File: src/rtl/operand_capture.sv
// operand_capture: synchronizes the switches and the LOAD/CLEAR buttons,
// debounces the buttons, and latches two signed operands from the switches
// on a debounced LOAD press. The latched pair reaches the multiplier through
// one output register stage, so all outputs change together.
module operand_capture #(
    parameter int W          = 4,
    parameter int DEB_CYCLES = 1000000
) (
    input  logic                clk,
    input  logic                reset,
    input  logic [2*W-1:0]      sw,
    input  logic                btn_load,
    input  logic                btn_clear,
    output logic signed [W-1:0] in0,
    output logic signed [W-1:0] in1,
    output logic                valid,
    output logic                load_pulse,
    output logic [3:0]          load_count
);

    // Wide enough to hold DEB_CYCLES-1; the counter restarts there, so it never wraps.
    localparam int               CNT_W    = $clog2(DEB_CYCLES) + 1;
    localparam logic [CNT_W-1:0] CNT_LAST = CNT_W'(DEB_CYCLES - 1);
    localparam int               B_LOAD   = 0;
    localparam int               B_CLEAR  = 1;

    typedef enum logic {
        S_EMPTY  = 1'b0,
        S_LOADED = 1'b1
    } state_t;

    logic [2*W-1:0]      r_sw_s1;
    logic [2*W-1:0]      r_sw_s2;
    logic [1:0]          r_btn_s1;
    logic [1:0]          r_btn_s2;
    logic [1:0]          r_stable;
    logic [1:0]          r_stable_q;
    logic [CNT_W-1:0]    r_deb_cnt [2];
    logic [1:0]          w_rise;

    state_t              r_state;
    state_t              w_state_nxt;
    logic                w_do_load;
    logic                w_do_clear;

    logic signed [W-1:0] r_op0_p0;
    logic signed [W-1:0] r_op1_p0;
    logic [3:0]          r_cnt_p0;
    logic                r_pulse_p0;

    logic signed [W-1:0] r_in0_p1;
    logic signed [W-1:0] r_in1_p1;
    logic [3:0]          r_cnt_p1;
    logic                r_pulse_p1;
    logic                r_valid_p1;

    // Two-flop synchronizers for the switches and both buttons.
    always_ff @(posedge clk) begin
        if (reset) begin
            r_sw_s1  <= '0;
            r_sw_s2  <= '0;
            r_btn_s1 <= '0;
            r_btn_s2 <= '0;
        end else begin
            r_sw_s1  <= sw;
            r_sw_s2  <= r_sw_s1;
            r_btn_s1 <= {btn_clear, btn_load};
            r_btn_s2 <= r_btn_s1;
        end
    end

    // Debounce: accept a new button level only after DEB_CYCLES consecutive disagreeing cycles.
    always_ff @(posedge clk) begin
        if (reset) begin
            r_stable <= '0;
            for (int i = 0; i < 2; i++) begin
                r_deb_cnt[i] <= '0;
            end
        end else begin
            for (int i = 0; i < 2; i++) begin
                if (r_btn_s2[i] == r_stable[i]) begin
                    r_deb_cnt[i] <= '0;
                end else if (r_deb_cnt[i] == CNT_LAST) begin
                    r_stable[i]  <= r_btn_s2[i];
                    r_deb_cnt[i] <= '0;
                end else begin
                    r_deb_cnt[i] <= r_deb_cnt[i] + CNT_W'(1);
                end
            end
        end
    end

    // Delayed copy of the debounced levels for rising-edge detection.
    always_ff @(posedge clk) begin
        if (reset) begin
            r_stable_q <= '0;
        end else begin
            r_stable_q <= r_stable;
        end
    end

    assign w_rise = r_stable & ~r_stable_q;

    // FSM state register.
    always_ff @(posedge clk) begin
        if (reset) begin
            r_state <= S_EMPTY;
        end else begin
            r_state <= w_state_nxt;
        end
    end

    // FSM next state and load/clear decisions; CLEAR has priority over LOAD.
    always_comb begin
        w_state_nxt = r_state;
        w_do_load   = 1'b0;
        w_do_clear  = 1'b0;
        if (w_rise[B_CLEAR]) begin
            w_state_nxt = S_EMPTY;
            w_do_clear  = 1'b1;
        end else if (w_rise[B_LOAD]) begin
            w_state_nxt = S_LOADED;
            w_do_load   = 1'b1;
        end
    end

    // Operand latch, load counter and strobe, updated on the rise cycle.
    always_ff @(posedge clk) begin
        if (reset) begin
            r_op0_p0   <= '0;
            r_op1_p0   <= '0;
            r_cnt_p0   <= '0;
            r_pulse_p0 <= 1'b0;
        end else if (w_do_clear) begin
            r_op0_p0   <= '0;
            r_op1_p0   <= '0;
            r_cnt_p0   <= '0;
            r_pulse_p0 <= 1'b0;
        end else if (w_do_load) begin
            r_op0_p0   <= r_sw_s2[W-1:0];
            r_op1_p0   <= r_sw_s2[2*W-1:W];
            r_cnt_p0   <= r_cnt_p0 + 4'd1;
            r_pulse_p0 <= 1'b1;
        end else begin
            r_pulse_p0 <= 1'b0;
        end
    end

    // Output register stage feeding the multiplier; keeps all outputs aligned.
    always_ff @(posedge clk) begin
        if (reset) begin
            r_in0_p1   <= '0;
            r_in1_p1   <= '0;
            r_cnt_p1   <= '0;
            r_pulse_p1 <= 1'b0;
            r_valid_p1 <= 1'b0;
        end else begin
            r_in0_p1   <= r_op0_p0;
            r_in1_p1   <= r_op1_p0;
            r_cnt_p1   <= r_cnt_p0;
            r_pulse_p1 <= r_pulse_p0;
            r_valid_p1 <= (r_state == S_LOADED);
        end
    end

    assign in0        = r_in0_p1;
    assign in1        = r_in1_p1;
    assign valid      = r_valid_p1;
    assign load_pulse = r_pulse_p1;
    assign load_count = r_cnt_p1;

endmodule
File: config.mk
export PLATFORM = sky130hd
export DESIGN_NAME = operand_capture
export DESIGN_NICKNAME = d
export VERILOG_FILES = /design/src/rtl/operand_capture.sv
export SDC_FILE = /design/constraint.sdc
export NUM_CORES = 1
export LEC_CHECK = 0
export BUFFER_PORTS_ARGS = -buffer_cell sky130_fd_sc_hd__buf_4
export CAP_MARGIN = 40
export CORE_AREA = 2 2 117 119
export DETAILED_ROUTE_END_ITERATION = 10
export DIE_AREA = 0 0 119 121
export PLACE_DENSITY = 0.55
export SLEW_MARGIN = 20
export SYNTH_ARGS = -nofsm -noshare
export SYNTH_HDL_FRONTEND = slang
export SYNTH_SLANG_ARGS = --single-unit
File: constraint.sdc
create_clock -name clk -period 5.3 [get_ports clk]
set_clock_uncertainty 0.2 [all_clocks]
set_input_delay 0 -clock clk [delete_from_list [all_inputs] [get_ports clk]]
set_output_delay 0 -clock clk [all_outputs]
set_load 0.005 [all_outputs]
# Yosys cells after proc, flatten, opt, wreduce, memory -nomap -nowiden
# Memory sizes are Yosys's and may differ from the RTL's.
# Index checks and enable logic that the tools add are counted.
# Widths: inputs -> output; s select.
[totals] register_bits=52 ramBits=42 out_inout_bits=14 word_cells=73 mem_count=1
[memory_table] name="r_deb_cnt" words=2 width=21 rd=2 rd_clocked_by_memory_dff=0 write_ports=2 line_no="38" rtl="logic [CNT_W-1:0] r_deb_cnt [2];"
[op_classes] n_addsub=3 eq_ne=4 mux=34 bitwise_logic=10 n_reduce_logical=4
[ops] operator="$mux 21" count=6
[ops] operator="$add 21x1->21 const B" count=2
[ops] operator="$eq 21x20->1 const B" count=2
[ops] operator="$mux 1" count=28
[ops] operator="$or 1x1->1" count=6
[ops] operator="$add 4x1->4 const B" count=1
[ops] operator="$reduce_and 2->1" count=2
[ops] operator="$reduce_or 2->1" count=2
[ops] operator="$and 2x2->2" count=1
[ops] operator="$eq 1x1->1" count=2
[ops] operator="$not 1->1" count=2
[ops] operator="$not 2->2" count=1

# Depth between registers and ports, before layout
# Gate-level depths: netlist of the first run.
[logic_depth] ltp_word=7 ltp_mapped=7 depth_no_buf=5

# Least setup slack after synthesis of the first run
# Ideal clock, no wire load.
[synth_timing] path_kind="register -> register" from="memory r_deb_cnt[1][7] (netlist name)" to="memory r_deb_cnt[1][19] (netlist name), data pin" setup_ns=0.268 arrival_ns=1.843 slack_ns=2.989 stages_incl_launch_ff=6 n_path_buf=1 path_cell_list="edfxtp_1 or4_1 or4_4 o21ai_2 buf_2 a21oi_1"
[synth_rtl] item="start, declared" line_no="38"

==> flow_summary_export.csv, run 1 <==
group,metric,value,unit
status,outcome,"finished clean",
final_layout,seqCellArea,2300,µm²
route,routed_wl,6510,µm
synthesis,synth_most_common_cell,"dfxtp_1",
synthesis,synth_cell_types,35,
global_route,track_usage,9.98,%
run,maxCapViolCount,0,
synthesis,seq_area_frac_synth,59.9,%
global_route,grt_first_pass_wirelength,11300,µm
floorplan,core.rowCount,42,
cts,cts_tree,"yes",
floorplan,die_w,119,µm
cts,hold_buffers,21,
floorplan,start_util,29.4,%
sta,max_freq,0.373,GHz
cts,cts_buffer_depth,2,
synthesis,yosysTopAreaCell,"edfxtp_1",
power,power.density,303,nW/µm²
place,portBuffers,25,
sta,finalCriticalPeriod,2.68,ns
sta,setup_viol,0,
final_layout,fill_cells,1282,
place,hpwlAfterDp,4340,µm
cts,worstSkewPairLatency,0.35,ns
setup_path,required,5.21,ns
route,vias,2611,
place,place_congestion,0.770,
final_layout,areaGrowthSynthToFinish,26.6,%
sta,drv_slew,0,
route,avgViaCountPerCell,4.27,
setup_path,crit_family,"simple AND/OR/NAND/NOR gates",
sta,fin_setup_tns,0,ns
hold_path,min-delay-start,"r_sw_s1[6]",
global_route,overflow,0,
route,firstDrtPassIters,4,
setup_path,worstPathBufferInverterCount,1,
setup_path,critPathArrivalTime,2.59,ns
sta,finalCritPeriodShare,50.5,%
cts,root_buffer,"clkbuf_16",
synthesis,avgSynthCellArea,11.1,µm²
floorplan,die_h,121,µm
final_layout,n_antenna_cell,0,
final_layout,final_cells,612,
sta,tightest_slew,0.686,ns
global_route,grt_pass1_vias,2531,
sta,rsz0062_at_grt,"no",
cts,htreeDepth,3,
cts,cts_made_buffers,9,
hold_path,holdCritPathClass,"register to register",
cts,numClockSinks,94,
final_layout,drive_above_1_share,12.8,%
setup_path,startpoint,"r_deb_cnt[1][7]",
cts,clk_pin_slew,0.07,ns
setup_path,cpPeakStageDelay,0.56,ns
synthesis,synth_top_cells_by_count,"dfxtp_1, edfxtp_1, nor2_1, nor2b_1, xor2_1",
synthesis,yosys-top-cells-area,"edfxtp_1, dfxtp_1, nor2b_1, xor2_1, nor2_1",
setup_path,rr_startpoint,"r_deb_cnt[1][7]",
final_layout,multi_input_area,1630,µm²
synthesis,synth_flop_cell,"dfxtp_1",
sta,finalHoldViolations,0,
floorplan,coreArea,13100,µm²
synthesis,yosysWarnings,0,
setup_path,path_cells,"or4_1, or4_4, o21ai_2, buf_6, nor2_1",
global_route,antenna_found_initial,0,
setup_path,end_kind,"register",
setup_path,worstSetupPathType,"register to register",
route,drc_errors,0,
setup_path,startpoint_type,"register",
cts,postCtsResizedCells,0,
cts,post_cts_buffers,0,
power,leakage,1.81,nW
route,ant_nets,0,
floorplan,dieArea,14400,µm²
final_layout,final_nets,446,
setup_path,critPathMaxFanout,11,
synthesis,synth_seq_cells,94,
synthesis,synth-async-reset-ratio,0,%
route,routedWlPerCell,10.6,µm
synthesis,synth.cell_area,3840,µm²
synthesis,yosys.area.top_type_share,32.8,%
global_route,grt_max_degree,44,
synthesis,synth_edf_count,42,
floorplan,io_pins,26,
route,drt_iter0_drc,124,
synthesis,syn_inst,345,
sta,slew_headroom,54.1,%
setup_path,crit_slowest_cell,"or4_4",
power,irDropWorstVdd,131,µV
place,dp.cells,575,
## flip-flops by register name (all words and copies together), names as in the netlist, 4 cells and up
register    cells
r_op1_p0        4
r_sw_s1         8
load_count      4
r_deb_cnt      42
in0             4
r_sw_s2         8
r_cnt_p0        4
r_op0_p0        4
in1             4
## worst reg2reg max path, cell delays in order, from the launching register on
cell	delay, ns
edfxtp_1	0.46
or4_1	0.53
or4_4	0.56
o21ai_2	0.42
buf_6	0.22
nor2_1	0.06
## path summary, 6_finish.rpt
check	to	slack, ns	cells after the start
worst max register to register	r_deb_cnt[1][9]	2.62	5
worst min-delay path	r_sw_s2[6]	0.24	1
worst max-delay path	r_deb_cnt[1][9]	2.62	5
worst min register to register	r_sw_s2[6]	0.24	1
## metrics by stage
step | power (mW) | setup WS (ns) | utilization, % | hold slack (ns) | instance area (µm²)
floorplan | 0.838 | 2.99 | - | -0.120 | 4000
global placement | 0.853 | 2.49 | 33.3 | 0.0211 | 4360
detailed placement | 0.855 | 2.60 | 33.4 | 0.0170 | 4370
CTS | 1.50 | 2.60 | 37.2 | 0.240 | 4870
global route | 1.53 | 2.48 | 37.2 | 0.256 | 4870
finish | 1.47 | 2.62 | 37.2 | 0.235 | 4870
## power breakdown
part           switching (mW)  internal (mW)  leakage [nW]
registers              0.0176          0.777         0.856
logic                  0.0266         0.0297         0.804
clock network           0.294          0.329         0.145
total                   0.338           1.14          1.81
## kinds of logic after synthesis
family | Yosys count | share of synthesized area [%]
adder cells (fa/ha/maj) | 3 | 0.976
AND/OR/NAND/NOR | 160 | 23.1
flip-flops | 94 | 59.9
other | 1 | 0.0975
AO/OA/AOI/OAI | 36 | 6.57
buffers and inverters | 18 | 1.82
XOR/XNOR | 33 | 7.52
## final cells by class
class / instances / share of cell area [%]
Tap cell: 176 / 4.53
Multi-Input combinational cell: 274 / 33.4
Timing Repair Buffer: 48 / 8.56
Inverter: 4 / 0.309
Sequential cell: 94 / 47.3
Clock inverter: 7 / 1.23
Clock buffer: 9 / 4.63
## metal layers
metal,vias up,wire length (µm),global-route usage [%]
li1,1368,-,-
met1,1202,3040,11.2
met2,29,3070,16.6
met3,12,227,3.38
met4,0,164,5.58
met5,-,0,0
## cells in the final DEF, fill, tap and decap left out, types with 3 or more instances in the layout
cell           synthesis  routed
dfxtp_1               52      52
edfxtp_1              42      42
conb_1                 1      42
nor2_1                41      41
nor2b_1               38      38
buf_4                  0      26
xor2_1                24      24
dlygate4sd3_1          0      21
nand3_1               16      16
nand4_1               16      16
nand2_1               11      11
a21oi_1               11      11
o21ai_0               11      10
or3_1                 10      10
xnor2_1                9       9
o221a_2                9       9
clkbuf_16              0       9
and4_1                 6       6
inv_1                  4       4
nor4_1                 3       3
and3_1                 3       3
and2_1                 3       3
nand2b_1               3       3
ha_1                   3       3
inv_6                  0       3
(Power assumes the default switching activity.)
==> inputs of run 2 (changes only) <==
--- a/config.mk
+++ b/config.mk
@@ -10,7 +10,7 @@
 export CORE_AREA = 2 2 117 119
 export DETAILED_ROUTE_END_ITERATION = 10
 export DIE_AREA = 0 0 119 121
-export PLACE_DENSITY = 0.55
+export PLACE_DENSITY = 0.56
 export SLEW_MARGIN = 20
 export SYNTH_ARGS = -nofsm -noshare
 export SYNTH_HDL_FRONTEND = slang
==> constraint.sdc (replaced) <==
create_clock -name clk -period 2.3 [get_ports clk]
set_clock_uncertainty 0.2 [all_clocks]
set_input_delay 0 -clock clk [delete_from_list [all_inputs] [get_ports clk]]
set_output_delay 0 -clock clk [all_outputs]
set_load 0.005 [all_outputs]
==> run 2 against run 1 <==
The run now ends with negative setup slack left. Hold slack got worse by 0.00059 ns. Final area up 4.9%. Critical path depth stayed put. Cell count rose by 2.6%. First-iteration DRC count decreased by 35%. Die area stayed put. Worst setup slack lost 2.6 ns. Maximum frequency up 16%.
==> flow_summary_export.csv, run 2 (synthesized netlist as in run 1, its figures left out) <==
group,metric,value,unit
status,outcome,"complete, but fails checks",
status,violations,"negative setup slack",
floorplan,dieArea,14400,µm²
route,wl_met1,3200,µm
global_route,antenna_found_initial,0,
sta,rsz0062_at_grt,"yes",
floorplan,start_util,29.4,%
power,clkPwrFrac,44.3,%
route,routed_wl,6800,µm
global_route,track_usage,10.2,%
hold_path,hold_path_depth,1,
place,hpwlAfterDp,4370,µm
route,routedWlPerCell,10.8,µm
power,power.density,698,nW/µm²
cts,cts_buffer_depth,2,
global_route,overflow,0,
sta,finalCriticalPeriod,2.32,ns
cts,htreeDepth,3,
final_layout,final_nets,463,
final_layout,final_area,5100,µm²
final_layout,n_antenna_cell,0,
power,p_int,2.81,mW
cts,numClockSinks,94,
place,post_dp_cell_area,4450,µm²
cts,worstSkewPairLatency,0.34,ns
route,drc_errors,0,
hold_path,holdCritPathClass,"register to register",
cts,clk_pin_slew,0.07,ns
power,pwr-share-comb,4.4,%
setup_path,startpoint_type,"register",
power,leakage,1.92,nW
route,top_layer,"met4",
cts,cts_made_buffers,9,
setup_path,r2r_slack,-0.02,ns
final_layout,top_register,"r_deb_cnt",
sta,fin_setup_tns,-0.0303,ns
route,wl_met2,3210,µm
final_layout,areaGrowthSynthToFinish,32.8,%
setup_path,reg2reg_depth,5,
route,drt_iter0_drc,80,
power,switching_share,21.1,%
setup_path,end_kind,"register",
final_layout,reg_top3,"r_deb_cnt x42, r_sw_s1 x8, r_sw_s2 x8",
global_route,grt_first_pass_wirelength,11700,µm
floorplan,die_w,119,µm
sta,setup_viol,6,
hold_path,min-delay-start,"r_btn_s1[0]",
final_layout,layout_common_cells,"dfxtp_1, edfxtp_1, conb_1, buf_4, nor2b_1",
cts,root_buffer,"clkbuf_16",
power,irDropWorstVdd,291,µV
run,maxCapViolCount,0,
power,p_switching,0.753,mW
setup_path,cpMostUsedCell,"or4_4",
final_layout,drive_above_1_share,18.4,%
floorplan,core.rowCount,42,
place,place_congestion,0.768,
power,p_seq_share,51.3,%
setup_path,required,2.20,ns
setup_path,startpoint,"r_deb_cnt[1][7]",
final_layout,largest_register_ffs,42,
route,ant_nets,0,
sta,finalHoldViolations,0,
route,avgViaCountPerCell,4.36,
sta,setup_ws,-0.0164,ns
setup_path,rr_startpoint,"r_deb_cnt[1][7]",
setup_path,crit_slowest_cell,"or4_4",
setup_path,critPathMaxFanout,5,
final_layout,layout_commonest_cell,"dfxtp_1",
setup_path,worstSetupPathType,"register to register",
global_route,grt_pass1_vias,2593,
sta,finalCritPeriodShare,101,%
route,vias,2735,
sta,max_freq,0.432,GHz
global_route,grt_max_degree,44,
route,firstDrtPassIters,4,
floorplan,io_pins,26,
place,portBuffers,25,
setup_path,cpPeakStageDelay,0.54,ns
route,routed-wl-met3,239,µm
setup_path,path_cells,"or4_4, or4_4, o21ai_4, buf_6, nor2_1",
setup_path,critPathArrivalTime,2.22,ns
final_layout,fill_cells,1251,
cts,cts_tree,"yes",
floorplan,coreArea,13100,µm²
floorplan,die_h,121,µm
sta,drv_slew,0,
run 2: cell types whose count changed in the layout (fill, tap and decap cells not counted), moves of 4 or more:
cell,change
nor2_1,-6
a21oi_1,-4
nor2_2,+5
a21oi_2,+4
buf_4,+13
run 2: layout make-up:
cell class | instances | area (µm²) | share of cell area, %
clock buffer | 12 | 300 | 5.88
inverter | 4 | 15.0 | 0.294
multi-input combinational | 274 | 1670 | 32.8
timing repair buffer | 65 | 568 | 11.1
tap | 176 | 220 | 4.31
sequential | 94 | 2300 | 45.1
clock inverter | 3 | 26.3 | 0.515
run 2: worst paths after layout:
path / to
worst max register to register: r_deb_cnt[1][8]
worst max-delay path: r_deb_cnt[1][8]
worst min register to register: r_btn_s2[0]
worst min-delay path: r_btn_s2[0]
run 2: critical path, delay by kind of cell (launching register included):
family,cells,cell delay (ns)
AOI/OAI and AO/OA,1,0.25
and+or+nand+nor,3,1.05
DFF,1,0.39
buffers and inverters,1,0.18
run 2: repair_timing:
item | CTS | global route
setup buffers | 5 | 0
endpoints found under the setup margin | 21 | 22
hold buffers | 21 | 0
pin swaps | 4 | 6
hold endpoints to repair | 38 | 0
resized for setup | 6 | 13
cloned | 2 | 0
run 2: metrics by stage:
stage	instances	util, %	power (mW)	hold slack (ns)	setup slack (ns)
after floorplan	386	-	1.93	-0.120	-0.0111
after global placement	585	34.0	1.98	0.0181	0.000444
after detailed placement	585	34.0	1.98	0.0177	-0.0303
after CTS	628	38.7	3.59	0.238	0.00271
after global routing	628	39.0	3.70	0.259	-0.0540
final	628	39.0	3.56	0.235	-0.0164
run 2: metal layers:
layer | GRT usage [%] | vias up
met2 | 16.8 | 36
met4 | 5.06 | 0
met5 | 0 | -
met3 | 3.05 | 13
li1 | - | 1396
met1 | 12.1 | 1290
run 2: power by group through the flow:
stage,Combinational [mW],Sequential (mW),Clock [mW]
finish,0.156,1.83,1.58
global route,0.176,1.83,1.69
CTS,0.151,1.83,1.62
detailed placement,0.114,1.86,0
global placement,0.114,1.86,0
floorplan,0.0754,1.86,0
==> inputs of run 3 (changes only) <==
--- a/config.mk
+++ b/config.mk
@@ -8,9 +8,11 @@
 export BUFFER_PORTS_ARGS = -buffer_cell sky130_fd_sc_hd__buf_4
 export CAP_MARGIN = 40
 export CORE_AREA = 2 2 117 119
+export CTS_CLUSTER_DIAMETER = 50
 export DETAILED_ROUTE_END_ITERATION = 10
 export DIE_AREA = 0 0 119 121
 export PLACE_DENSITY = 0.56
+export SETUP_SLACK_MARGIN = 0.5
 export SLEW_MARGIN = 20
 export SYNTH_ARGS = -nofsm -noshare
 export SYNTH_HDL_FRONTEND = slang
==> run 3 against run 2 <==
Combinational power up 21%. Via count up 2.7%. Total power barely moved. Largest power group unchanged. First-iteration DRC count down 26%. Register-to-register slack better by 0.04 ns. Cell count is 2.5% higher. Sequential power is essentially flat. The run now ends clean. Count of clock-buffer cells in the layout is 3 lower. Wire length increased by 11%. Critical endpoint is now r_deb_cnt[1][10]. Maximum frequency increased by 1.8%.
==> flow_summary_export.csv, run 3 (synthesized netlist as in run 1, its figures left out) <==
group,metric,value,unit
status,outcome,"finished clean",
sta,setup_ws,0.0255,ns
setup_path,startpoint_type,"register",
final_layout,top_register,"r_deb_cnt",
final_layout,fill_cells,1269,
sta,finalHoldViolations,0,
place,pre_cts_slack,0.0494,ns
cts,clk_pin_slew,0.07,ns
power,switching_share,22.6,%
sta,setup_viol,0,
final_layout,final_nets,478,
cts,htreeDepth,3,
sta,finalCritPeriodShare,98.9,%
power,power.density,661,nW/µm²
route,routedWlPerCell,11.7,µm
place,portBuffers,25,
route,avgViaCountPerCell,4.36,
power,leakage,2.03,nW
global_route,overflow,0,
power,p_seq_share,51.2,%
route,routed_wl,7530,µm
global_route,track_usage,10.9,%
place,hpwlAfterDp,4600,µm
final_layout,reg_top3,"r_deb_cnt x42, r_sw_s1 x8, r_sw_s2 x8",
global_route,grt_first_pass_wirelength,12700,µm
final_layout,layout_common_cells,"buf_4, dfxtp_1, edfxtp_1, conb_1, nor2b_1",
final_layout,n_antenna_cell,0,
cts,cts_made_buffers,9,
global_route,grt_max_degree,44,
sta,drv_slew,0,
final_layout,layout_commonest_cell,"buf_4",
setup_path,critPathArrivalTime,2.17,ns
sta,tightest_slew,0.516,ns
final_layout,largest_register_ffs,42,
power,clkPwrFrac,43.5,%
final_layout,seqCellArea,2300,µm²
sta,finalCriticalPeriod,2.27,ns
cts,worstSkewPairLatency,0.34,ns
final_layout,areaGrowthSynthToFinish,40.1,%
sta,holdWs,0.234,ns
power,p_switching,0.804,mW
cts,cts_tree,"yes",
sta,max_freq,0.440,GHz
floorplan,dieArea,14400,µm²
final_layout,final_cells,644,
route,ant_nets,0,
power,total_power,3.56,mW
floorplan,die_h,121,µm
floorplan,io_pins,26,
final_layout,drive_above_1_share,25.6,%
sta,slew_headroom,65.1,%
floorplan,die_w,119,µm
global_route,antenna_found_initial,0,
cts,cts_buffer_depth,2,
hold_path,holdCritPathClass,"register to register",
place,dp.cells,587,
route,firstDrtPassIters,4,
sta,rsz0062_at_grt,"yes",
power,pwr-share-comb,5.3,%
floorplan,start_util,29.4,%
setup_path,worstSetupPathType,"register to register",
global_route,grt_pass1_vias,2792,
setup_path,critPathMaxFanout,10,
setup_path,required,2.20,ns
place,place_congestion,0.782,
power,p_int,2.76,mW
power,irDropWorstVdd,449,µV
cts,numClockSinks,94,
run,maxCapViolCount,0,
route,drt_iter0_drc,59,
floorplan,coreArea,13100,µm²
route,drc_errors,0,
route,vias,2810,
setup_path,end_kind,"register",
floorplan,core.rowCount,42,
cts,root_buffer,"clkbuf_16",
final_layout,multi_input_area,1830,µm²
## run 3: cell count changes in the layout (fill, tap and decap cells not counted), sizes merged
cell | before | now
inv | 6 | 9
clkbuf | 12 | 10
bufinv | 0 | 1
buf | 44 | 58
## run 3: power groups by stage
| stage | logic, mW | registers [mW] | clock network, mW |
|---|---|---|---|
| floorplan | 0.0794 | 1.86 | 0 |
| detailed placement | 0.121 | 1.86 | 0 |
| global placement | 0.120 | 1.86 | 0 |
| finish | 0.189 | 1.82 | 1.55 |
| CTS | 0.171 | 1.82 | 1.60 |
| global route | 0.210 | 1.83 | 1.66 |
## run 3: critical path, stage by stage, from the launching register on
cell and delay, ns:
edfxtp_1 0.41, or4_1 0.52, or4_4 0.45, o21ai_4 0.21, clkbuf_16 0.20, nor2_1 0.04
## run 3: final cells by class
class / instances / share of cell area, %
Timing Repair Buffer: 80 / 13.0
Clock buffer: 9 / 4.18
Tap cell: 176 / 4.09
Clock inverter: 7 / 1.63
Multi-Input combinational cell: 274 / 34.0
Sequential cell: 94 / 42.8
Inverter: 4 / 0.279
## run 3: metal layers
layer | global-route usage [%] | vias to the layer above | routed length [µm]
met5 | 0 | - | 0
met4 | 3.42 | 0 | 99
met3 | 3.81 | 7 | 246
met2 | 19.2 | 32 | 3880
met1 | 12.5 | 1345 | 3300
li1 | - | 1426 | -
## run 3: worst paths after layout
kind / endpoint / startpoint / slack, ns / depth (start not counted)
max: r_deb_cnt[1][10] / r_deb_cnt[1][20] / 0.03 / 5
min reg2reg: r_sw_s2[4] / r_sw_s1[4] / 0.23 / 1
max reg2reg: r_deb_cnt[1][10] / r_deb_cnt[1][20] / 0.03 / 5
min: r_sw_s2[4] / r_sw_s1[4] / 0.23 / 1
## run 3: timing repair
action                                  4_1_cts  5_1_grt
hold buffers                                 21        0
pin swaps                                    18        8
endpoints found under the hold margin        38        0
buffers inserted                             14        2
endpoints found under the setup margin       43       44
resized for setup                            25       31
gates cloned                                  3        1
## run 3: through the flow
| step | area [µm²] | utilization, % | setup TNS, ns |
|---|---|---|---|
| after floorplan | 4050 | - | 0 |
| after global placement | 4490 | 34.3 | 0 |
| after detailed placement | 4490 | 34.3 | 0 |
| after CTS | 5220 | 39.9 | 0 |
| after global routing | 5390 | 41.2 | -0.148 |
| final | 5390 | 41.2 | 0 |
